`src/rtl/mac_pkg.sv`:
```
// Shared definitions for the MAC controller: state encoding, counter limits and
// the Moore output decode used by mac_ctrl_fsm.
package mac_pkg;

  localparam int CNT_W       = 4;
  localparam int N_TERMS_DEF = 8;
  localparam int WDOG_W      = 7;
  localparam int TIMEOUT_DEF = 64;

  localparam logic [CNT_W-1:0] COUNT_MAX = 4'd15;

  localparam logic [2:0] S_IDLE  = 3'd0;
  localparam logic [2:0] S_CLEAR = 3'd1;
  localparam logic [2:0] S_LOAD  = 3'd2;
  localparam logic [2:0] S_MUL   = 3'd3;
  localparam logic [2:0] S_ACC   = 3'd4;
  localparam logic [2:0] S_CHECK = 3'd5;
  localparam logic [2:0] S_OUT   = 3'd6;
  localparam logic [2:0] S_DONE  = 3'd7;

  typedef enum logic [2:0] {
    ST_IDLE  = S_IDLE,
    ST_CLEAR = S_CLEAR,
    ST_LOAD  = S_LOAD,
    ST_MUL   = S_MUL,
    ST_ACC   = S_ACC,
    ST_CHECK = S_CHECK,
    ST_OUT   = S_OUT,
    ST_DONE  = S_DONE
  } state_e;

  typedef struct packed {
    logic in_ready;
    logic ld_m;
    logic ld_acc;
    logic ld_out;
    logic count_enb;
    logic count_reset;
    logic acc_clr;
    logic busy;
    logic done;
  } ctrl_out_t;

  // Output pattern of the state being entered; only one strobe group per state.
  function automatic ctrl_out_t decode_moore(input state_e st);
    ctrl_out_t o;
    o = '0;
    case (st)
      ST_CLEAR: begin
        o.count_reset = 1'b1;
        o.acc_clr     = 1'b1;
      end
      ST_LOAD:  o.in_ready = 1'b1;
      ST_MUL:   o.ld_m = 1'b1;
      ST_ACC: begin
        o.ld_acc    = 1'b1;
        o.count_enb = 1'b1;
      end
      ST_OUT:   o.ld_out = 1'b1;
      ST_DONE:  o.done = 1'b1;
      default:  o = '0;
    endcase
    o.busy = (st != ST_IDLE);
    return o;
  endfunction

endpackage

```
`src/rtl/mac_ctrl_watchdog.sv`:
```
// LOAD-state stall counter with terminal compare; only built when
// MAC_CTRL_TIMEOUT_EN is defined.
`ifdef MAC_CTRL_TIMEOUT_EN
module mac_ctrl_watchdog
  import mac_pkg::*;
#(
  parameter int TIMEOUT_CYC = TIMEOUT_DEF
) (
  input  logic clk,
  input  logic rst_n,
  input  logic in_load,
  input  logic in_valid,
  output logic expire
);

  localparam logic [WDOG_W-1:0] LIMIT = WDOG_W'(TIMEOUT_CYC - 1);

  logic [WDOG_W-1:0] stall_cnt_r;
  logic              stall_s;

  assign stall_s = in_load & ~in_valid;

  // Counts consecutive stalled LOAD cycles; any accepted pair or leaving LOAD restarts it.
  always_ff @(posedge clk or negedge rst_n) begin
    if (!rst_n) begin
      stall_cnt_r <= {WDOG_W{1'b0}};
    end else if (!stall_s) begin
      stall_cnt_r <= {WDOG_W{1'b0}};
    end else begin
      stall_cnt_r <= stall_cnt_r + 7'd1;
    end
  end

  // Fires during the TIMEOUT_CYC-th stalled cycle so the FSM leaves on that edge.
  assign expire = stall_s & (stall_cnt_r == LIMIT);

endmodule
`endif

```
`src/rtl/mac_ctrl_fsm.sv`:
```
// Control FSM sequencing the MAC datapath strobes for one N_TERMS job.
// Optional LOAD stall timeout enabled with MAC_CTRL_TIMEOUT_EN.
module mac_ctrl_fsm
  import mac_pkg::*;
#(
  parameter int N_TERMS = N_TERMS_DEF
`ifdef MAC_CTRL_TIMEOUT_EN
  ,
  parameter int TIMEOUT_CYC = TIMEOUT_DEF
`endif
) (
  input  logic             clk_out,
  input  logic             rst,
  input  logic             start,
  input  logic             in_valid,
  output logic             in_ready,
  input  logic             CMP,
  input  logic [CNT_W-1:0] count_out,
  output logic             ld_a,
  output logic             ld_b,
  output logic             ld_m,
  output logic             ld_acc,
  output logic             ld_out,
  output logic             count_enb,
  output logic             count_reset,
  output logic             acc_clr,
  output logic             busy,
  output logic             done,
  output logic             err
);

  if (N_TERMS < 1 || N_TERMS > int'(COUNT_MAX)) begin : g_bad_n_terms
    $error("mac_ctrl_fsm: N_TERMS out of range 1..15");
  end

  state_e    state_r;
  state_e    next_state_s;
  ctrl_out_t out_r;
  logic      err_r;
  logic      abort_s;
  logic      stall_expire_s;

`ifdef MAC_CTRL_TIMEOUT_EN
  mac_ctrl_watchdog #(
    .TIMEOUT_CYC(TIMEOUT_CYC)
  ) u_watchdog (
    .clk     (clk_out),
    .rst_n   (rst),
    .in_load (state_r == ST_LOAD),
    .in_valid(in_valid),
    .expire  (stall_expire_s)
  );
`else
  assign stall_expire_s = 1'b0;
`endif

  // Next-state decode; abort_s flags the error exits that skip ld_out.
  always_comb begin
    next_state_s = state_r;
    abort_s      = 1'b0;
    case (state_r)
      ST_IDLE: begin
        if (start) begin
          next_state_s = ST_CLEAR;
        end else begin
          next_state_s = ST_IDLE;
        end
      end
      ST_CLEAR: next_state_s = ST_LOAD;
      ST_LOAD: begin
        if (in_valid) begin
          next_state_s = ST_MUL;
        end else if (stall_expire_s) begin
          next_state_s = ST_IDLE;
          abort_s      = 1'b1;
        end else begin
          next_state_s = ST_LOAD;
        end
      end
      ST_MUL: next_state_s = ST_ACC;
      ST_ACC: next_state_s = ST_CHECK;
      ST_CHECK: begin
        // A counter at its ceiling without CMP means the threshold never matched.
        if (CMP) begin
          next_state_s = ST_OUT;
        end else if (count_out == COUNT_MAX) begin
          next_state_s = ST_IDLE;
          abort_s      = 1'b1;
        end else begin
          next_state_s = ST_LOAD;
        end
      end
      ST_OUT:  next_state_s = ST_DONE;
      ST_DONE: next_state_s = ST_IDLE;
      default: next_state_s = ST_IDLE;
    endcase
  end

  // State register with outputs registered from the state being entered.
  always_ff @(posedge clk_out or negedge rst) begin
    if (!rst) begin
      state_r <= ST_IDLE;
      out_r   <= '0;
      err_r   <= 1'b0;
    end else begin
      state_r <= next_state_s;
      out_r   <= decode_moore(next_state_s);
      err_r   <= abort_s;
    end
  end

  assign in_ready    = out_r.in_ready;
  assign ld_a        = out_r.in_ready & in_valid;
  assign ld_b        = out_r.in_ready & in_valid;
  assign ld_m        = out_r.ld_m;
  assign ld_acc      = out_r.ld_acc;
  assign ld_out      = out_r.ld_out;
  assign count_enb   = out_r.count_enb;
  assign count_reset = out_r.count_reset;
  assign acc_clr     = out_r.acc_clr;
  assign busy        = out_r.busy;
  assign done        = out_r.done;
  assign err         = err_r;

endmodule
```
`config.mk`:
```
export PLATFORM = sky130hd
export DESIGN_NAME = mac_ctrl_fsm
export DESIGN_NICKNAME = d
export VERILOG_FILES = /design/src/rtl/mac_pkg.sv /design/src/rtl/mac_ctrl_watchdog.sv /design/src/rtl/mac_ctrl_fsm.sv
export SDC_FILE = /design/constraint.sdc
export NUM_CORES = 1
export LEC_CHECK = 0
export ABC_AREA = 1
export CORE_AREA = 8 8 45 47
export CTS_CLUSTER_DIAMETER = 100
export DETAILED_ROUTE_END_ITERATION = 6
export DIE_AREA = 0 0 53 55
export GPL_ROUTABILITY_DRIVEN = 0
export PLACE_DENSITY = 0.69
export REMOVE_ABC_BUFFERS = 1
export SLEW_MARGIN = 20
export SYNTH_ARGS = -nofsm -noshare
export SYNTH_HDL_FRONTEND = slang
export SYNTH_SLANG_ARGS = --single-unit
```
`constraint.sdc`:
```
create_clock -name clk_out -period 1.1 [get_ports clk_out]
set_input_delay 0.33 -clock clk_out [delete_from_list [all_inputs] [get_ports clk_out]]
set_output_delay 0.33 -clock clk_out [all_outputs]
set_load 0.005 [all_outputs]
```
# After elaboration in Yosys (flattened, before gate mapping)

Index checks and enable logic that the tools add are counted.

Logic and storage cells: 41
Input port bits: 9
Register bits after elaboration: 12

Reductions and logical operators: 2
Mux-type cells: 14
Bitwise logic cells: 1
Equal/unequal tests: 14

Operators by type and width:

| operator                                             | number |
|---|---|
| case mux 3 bit (8 select lines)                      | 1 |
| equality test 3 bit (second input constant)          | 7 |
| equality test 3 x 2 -> 1 bit (second input constant) | 4 |
| 2-to-1 mux 1 bit                                     | 10 |
| equality test 3 x 1 -> 1 bit (second input constant) | 2 |
| equality test 4 bit (second input constant)          | 1 |
| 2-to-1 mux 2 bit                                     | 2 |
| zero test 3 bit                                      | 1 |
| 2-to-1 mux 3 bit                                     | 1 |
| nonzero test 3 bit                                   | 1 |
| AND 1 bit                                            | 1 |

# Depth between registers and ports, before layout

Gate-level depths: netlist of run 1.

Depth in word-level cells: 6
Mapped depth: 7

# Worst setup path before layout of run 1

No wires, ideal clock.

Path type: register to output
Start point: register out_r (netlist bit in_ready)
End point: output ld_b
Slack: 0.167 ns
Cell stages (with the launch flop): 4
Arrival: 0.603 ns
Path buffers: 1
Required time: 0.770 ns
Cell sequence: dfrtp_1 > nand2_1 > inv_1 > buf_4

Longest elaborated chain between the ends: 1

RTL lines:

| item                   | RTL line            | text |
|---|---|---|
| start, declared        | mac_ctrl_fsm.sv:38  | `ctrl_out_t out_r;` |
| start signal, assigned | mac_ctrl_fsm.sv:107 | `out_r <= decode_moore(next_state_s);` |
| AND 1 bit              | n/a                 |  |
| end, declared          | mac_ctrl_fsm.sv:20  | `output logic ld_b,` |

No other way between the ends.

# Final worst setup path of run 1

Start point: register out_r (netlist bit in_ready)
End point: output ld_a

Longest elaborated chain between the ends: 1

RTL lines:

| item          | RTL line            | text |
|---|---|---|
| AND 1 bit     | mac_ctrl_fsm.sv:113 | `assign ld_a = out_r.in_ready & in_valid;` |
| end, declared | mac_ctrl_fsm.sv:19  | `output logic ld_a,` |

No other way between the ends.

==> results of run 1 <==
kinds of logic (layout without fill, tap and decap cells):
group / count (synthesis) / count (layout) / synth area share [%]
buffers and inverters: 15 / 39 / 14.6
DFF: 11 / 11 / 59.3
AOI/OAI and AO/OA: 2 / 2 / 2.69
and+or+nand+nor: 23 / 23 / 23.5
flip-flops by register name, summed over array words and instances, names as in the netlist:
register / count
count_enb: 1
err: 1
busy: 1
state_r: 3
done: 1
in_ready: 1
acc_clr: 1
ld_m: 1
ld_out: 1
layer usage:
metal / global-route usage [%] / vias up / wire length (um)
met5: 0 / - / 0
met4: 7.76 / 0 / 20
met3: 5.61 / 4 / 104
met2: 14.5 / 16 / 546
met1: 7.87 / 186 / 408
li1: - / 200 / -
final cells by class:
class                   instances  share of cell area, %
well taps                      16                   3.06
flip-flops and latches         11                   42.1
multi-input cells              25                   18.9
inverters                      12                   6.88
clock buffers                   4                   4.02
repair buffers                 23                   25.0
repair_timing:
item	CTS	global route
pin swaps	1	1
buffers inserted	0	1
hold buffers	0	0
gates resized for setup	49	4
setup endpoints to repair	13	15
power by group through the flow:
stage	Sequential, W	Combinational (W)	Clock (W)
final	0.000615	0.000583	0.000273
after detailed placement	0.000624	0.000640	0
after CTS	0.000614	0.000553	0.000285
after global routing	0.000632	0.000667	0.000303
after floorplan	0.000629	0.000323	0
after global placement	0.000623	0.000626	0
metrics by stage:
step / cell area (um2) / utilization (%) / power, W / setup WS, ns / std cells
5_1_grt: 654 / 47.3 / 0.00160 / -0.148 / 91
4_1_cts: 642 / 46.4 / 0.00145 / -0.110 / 90
2_1_floorplan: 442 / - / 0.000952 / 0.186 / 48
6_report: 654 / 47.3 / 0.00147 / -0.0931 / 91
3_3_place_gp: 677 / 48.9 / 0.00125 / -0.658 / 86
3_5_place_dp: 677 / 48.9 / 0.00126 / -0.668 / 86
cell usage in the layout (no fill, tap or decap), drive strengths merged, types with 2 or more instances in the layout:
master         count
dfrtp             11
inv               12
nand3              2
nor3               2
buf               15
clkdlybuf4s50      6
clkbuf             4
nor2               6
nand2             10
worst reg2reg max path: cells and delay by family (launching register included):
family | cells | cell delay (ns)
simple gates | 6 | 0.41
buf+inv | 1 | 0.09
flops | 1 | 0.41
final timing paths:
kind | endpoint | slack [ns] | cells past startpoint
worst max-delay path | ld_a | -0.09 | 3
worst min-delay path | err$_DFF_PN0_ | 0.35 | 2
worst max register to register | in_ready$_DFF_PN0_ | 0.09 | 7
worst min register to register | acc_clr$_DFF_PN0_ | 0.49 | 1
max in group asynchronous | busy$_DFF_PN0_ | 0.60 | 2
min in group clk_out | ld_out$_DFF_PN0_ | 0.36 | 3
==> flow_metrics.py, run 1 <==
metrics = {
    "run_status": {
        "violations": "setup timing",
        "outcome": "complete, but fails checks",
    },
    "finish": {
        "fillers": 147,
        "drive_above_1_share_pct": 36.0,
        "insertedDiodeCount": 0,
        "synthToLayoutAreaGrowth_pct": 41.0,
        "multi_input_area_um2": 124,
        "ff_latch_area_um2": 275,
        "fin_nets": 85,
    },
    "timing": {
        "setup_tns_ns": -0.182,
        "max_freq_mhz": 838,
        "slew_violations": 0,
        "post-route-min-period_ns": 1.19,
        "setup_ws_ns": -0.0931,
        "holdWs_ns": 0.352,
        "period_share_pct": 108,
        "slew-limit-headroom_pct": 84.1,
        "rsz0062_at_grt": "yes",
        "finalClockSkew_ns": 0.00400,
        "finalSetupViolCount": 2,
        "tightest_slew_ns": 0.236,
        "hold_viol_final": 0,
    },
    "clocking": {
        "cts_tree": "done",
        "cts_buffers": 3,
        "clockRootBuffer": "clkbuf_4",
        "clock_latency_ns": 0.27,
        "cts.sinks": 11,
        "path_clk_slew_ns": 0.07,
        "clk_path_buf_depth": 2,
        "htreeDepth": 1,
    },
    "logic_synthesis": {
        "synthCells": 51,
        "ys_async_sr_fraction_pct": 100,
        "synth_edf_count": 0,
        "yosysTopAreaCell": "dfrtp_1",
        "synth_ff_type": "dfrtp_1",
        "yosysMostFrequentCell": "dfrtp_1",
        "synth.top_cell.area_share_pct": 59.3,
        "yosys_warnings": 0,
        "synth_commonest_cells": "dfrtp_1 (11), inv_1 (10), nand2_1 (8)",
        "synth-seq-cells": 11,
        "synthTopCellsByArea": "dfrtp_1 (59%), inv_1 (8.1%), nand2_1 (6.5%)",
        "syn_area_per_cell_um2": 9.10,
        "netlist-cell-type-count": 15,
        "synth_area_um2": 464,
        "ys_seq_area_share_pct": 59.3,
    },
    "global_routing": {
        "track_usage_pct": 9.02,
        "gr-total-overflow": 0,
        "antenna_found_initial": 0,
        "grt_pass1_vias": 373,
        "grt_max_degree": 12,
        "grt_pass1_wl_um": 1780,
    },
    "pwr": {
        "power.density_mw_per_mm2": 2250,
        "clkPwrFrac_pct": 18.6,
        "combinationalPowerShare_pct": 39.6,
        "netSwitchingPower_w": 0.000562,
        "leakage_nw": 0.387,
        "p_int_w": 0.000910,
        "max-vdd-ir-drop_uv": 761,
        "p_sw_share_pct": 38.2,
        "pwr-share-seq_pct": 41.8,
    },
    "drt": {
        "drt_iter0_markers": 3,
        "viasPerCell": 4.46,
        "detail_route.wl_per_cell_um": 11.9,
        "drt-total-wl_um": 1080,
        "via_count": 406,
        "dr.pass1.iters": 4,
        "drcViolationCount": 0,
        "detail-route-antenna-nets": 0,
    },
    "critical_path": {
        "rr_startpoint": "state_r[2]$_DFF_PN0_",
        "slowest_stage": "dfrtp_1",
        "worst-setup-path-type": "flip-flop to output port",
        "crit_path_start_kind": "flip-flop",
        "end_kind": "output port",
        "cp_top_family": "flip-flops",
        "worstPathCellList": "nand2_1 -> inv_2 -> buf_2",
        "max_stage_delay_ns": 0.37,
        "cp-startpoint": "in_ready$_DFF_PN0_",
        "path_buf_inv": 2,
        "cp_max_fo": 2,
        "arrival_ns": 0.86,
        "worst_ep_required_time_ns": 0.77,
    },
    "die": {
        "die_y_um": 55,
        "core-area_mm2": 0.00138,
        "dieArea_mm2": 0.00292,
        "rows": 14,
        "start_util_pct": 33.5,
        "die_x_um": 53,
        "io_pins": 21,
    },
    "place": {
        "portBuffers": 20,
        "hpwl_um": 858,
    },
    "hold_path": {
        "hp-class": "input pin to asynchronous set/reset pin",
    },
    "flow_run": {
        "maxCapViolCount": 0,
    },
}
Power figures use the tool's default switching activity.
==> run 2: changes to the inputs <==
--- a/config.mk
+++ b/config.mk
@@ -6,6 +6,7 @@
 export NUM_CORES = 1
 export LEC_CHECK = 0
 export ABC_AREA = 1
+export CAP_MARGIN = 20
 export CORE_AREA = 8 8 45 47
 export CTS_CLUSTER_DIAMETER = 100
 export DETAILED_ROUTE_END_ITERATION = 6
==> constraint.sdc (replaced) <==
create_clock -name clk_out -period 1.2 [get_ports clk_out]
set_input_delay 0.36 -clock clk_out [delete_from_list [all_inputs] [get_ports clk_out]]
set_output_delay 0.36 -clock clk_out [all_outputs]
set_load 0.005 [all_outputs]
==> run 2 against run 1 <==
The flow still finishes with violations (setup timing). Clock power decreased by 8.8%. Register-to-register slack improved by 0.09 ns. Via count decreased by 1.7%. Total power decreased by 10%. Global-route usage decreased by 0.66 points. Sequential share of layout area increased by 0.65 points. Clock skew decreased by 0.0023 ns. Largest power group unchanged. Largest cell class unchanged. First-iteration DRC count increased to 3.0 times the previous value.
==> flow_metrics.py, run 2 (same netlist as run 1, synthesis figures left out) <==
metrics = {
    "run_status": {
        "outcome": "complete, but fails checks",
        "violations": "setup timing",
    },
    "clocking": {
        "cts_tree": "done",
        "cts_hold_buf": 0,
        "cts_buffers": 3,
        "clockRootBuffer": "clkbuf_4",
        "clock_latency_ns": 0.27,
        "clk_path_buf_depth": 2,
        "path_clk_slew_ns": 0.07,
        "postCtsSetupBuffers": 0,
        "htreeDepth": 1,
        "cts.sinks": 11,
    },
    "finish": {
        "drive_above_1_share_pct": 32.4,
        "regMostFlops": "state_r",
        "design_area_um2": 644,
        "layout_common_cells": "dfrtp_1 (11), inv_1 (9), buf_2 (9), nand2_1 (8), clkdlybuf4s50_1 (6)",
        "largest_register_ffs": 3,
        "layout_commonest_cell": "dfrtp_1",
        "fin_nets": 84,
        "insertedDiodeCount": 0,
        "fillers": 147,
        "synthToLayoutAreaGrowth_pct": 38.8,
    },
    "timing": {
        "hold_viol_final": 0,
        "tightest_slew_ns": 0.219,
        "rsz0062_at_grt": "yes",
        "max_freq_mhz": 823,
        "slew-limit-headroom_pct": 85.3,
        "period_share_pct": 101,
        "slew_violations": 0,
        "setup_ws_ns": -0.0145,
        "setup_tns_ns": -0.0273,
        "finalSetupViolCount": 2,
        "finalClockSkew_ns": 0.00174,
        "post-route-min-period_ns": 1.21,
    },
    "hold_path": {
        "hp-class": "input pin to asynchronous set/reset pin",
    },
    "critical_path": {
        "arrival_ns": 0.85,
        "worst_ep_required_time_ns": 0.84,
        "reg2reg_slack_ns": 0.18,
        "worstPathCellList": "nand2_1 -> inv_1 -> buf_2",
        "crit_path_start_kind": "flip-flop",
        "end_kind": "output port",
        "cp_max_fo": 2,
        "cp-startpoint": "in_ready$_DFF_PN0_",
        "slowest_stage": "dfrtp_1",
        "worst-setup-path-type": "flip-flop to output port",
        "rr_startpoint": "state_r[2]$_DFF_PN0_",
        "max_stage_delay_ns": 0.37,
    },
    "die": {
        "rows": 14,
        "core-area_mm2": 0.00138,
        "io_pins": 21,
        "die_x_um": 53,
        "start_util_pct": 33.5,
        "dieArea_mm2": 0.00292,
        "die_y_um": 55,
    },
    "global_routing": {
        "gr-total-overflow": 0,
        "track_usage_pct": 8.36,
        "grt_pass1_vias": 377,
        "grt_max_degree": 12,
        "antenna_found_initial": 0,
        "grt_pass1_wl_um": 1700,
    },
    "place": {
        "placed_area_um2": 677,
        "hpwl_um": 868,
        "portBuffers": 20,
    },
    "pwr": {
        "total_power_w": 0.00132,
        "clkPwrFrac_pct": 18.9,
        "p_sw_share_pct": 38.5,
        "leakage_nw": 0.384,
        "power.density_mw_per_mm2": 2050,
        "max-vdd-ir-drop_uv": 793,
        "combinationalPowerShare_pct": 37.9,
        "pwr-share-seq_pct": 43.2,
        "netSwitchingPower_w": 0.000508,
        "p_int_w": 0.000811,
    },
    "drt": {
        "viasPerCell": 4.43,
        "drt-total-wl_um": 1090,
        "detail_route.wl_per_cell_um": 12.1,
        "drcViolationCount": 0,
        "dr.pass1.iters": 4,
        "drt_iter0_markers": 9,
        "detail-route-antenna-nets": 0,
        "via_count": 399,
    },
    "flow_run": {
        "maxCapViolCount": 0,
    },
}
==> run 2: area by class of cell <==
type	instances	area [um2]	area share [%]
Clock buffer	4	26.3	4.08
Tap cell	16	20.0	3.11
Timing Repair Buffer	22	156	24.3
Multi-Input combinational cell	25	121	18.8
Sequential cell	11	275	42.7
Inverter	12	45.0	6.99
==> run 2: stage by stage <==
step                util [%]  cells  setup slack, ns  hold WS (ns)
floorplan                  -     48            0.286        0.0644
global placement        48.9     86           -0.618         0.472
detailed placement      48.9     86           -0.612         0.476
CTS                     47.5     90          -0.0280         0.379
global route            46.6     90          -0.0744         0.382
finish                  46.6     90          -0.0145         0.376
==> run 2: metal layers <==
| layer | wire, um | track usage [%] |
|---|---|---|
| met1 | 414 | 7.40 |
| met2 | 548 | 15.0 |
| met3 | 108 | 4.01 |
| met4 | 22 | 5.17 |
| met5 | 0 | 0 |
==> run 2: what timing repair did <==
| item | in CTS | in global routing |
|---|---|---|
| gates resized for setup | 43 | 5 |
| pin swaps | 1 | 1 |
| endpoints found under the setup margin | 12 | 6 |
==> run 2: critical path: cells and delay by family, from the launching register on <==
family                 cells  cell delay [ns]
buffers and inverters      2             0.16
DFF                        1             0.37
and+or+nand+nor            1             0.05
==> run 2: path summary, 6_finish.rpt <==
kind / end / cells past startpoint
max in group asynchronous: busy$_DFF_PN0_ / 2
hold / removal: err$_DFF_PN0_ / 2
setup reg to reg: in_ready$_DFF_PN0_ / 7
hold reg to reg: acc_clr$_DFF_PN0_ / 1
min in group clk_out: ld_out$_DFF_PN0_ / 3
setup / recovery: ld_a / 3
==> run 2: power by group through the flow <==
stage          clock (W)  combinational, W  sequential, W
6_report        0.000249          0.000499       0.000571
5_1_grt         0.000277          0.000573       0.000586
4_1_cts         0.000260          0.000511       0.000568
3_5_place_dp           0          0.000585       0.000578
3_3_place_gp           0          0.000574       0.000571
2_1_floorplan          0          0.000297       0.000577
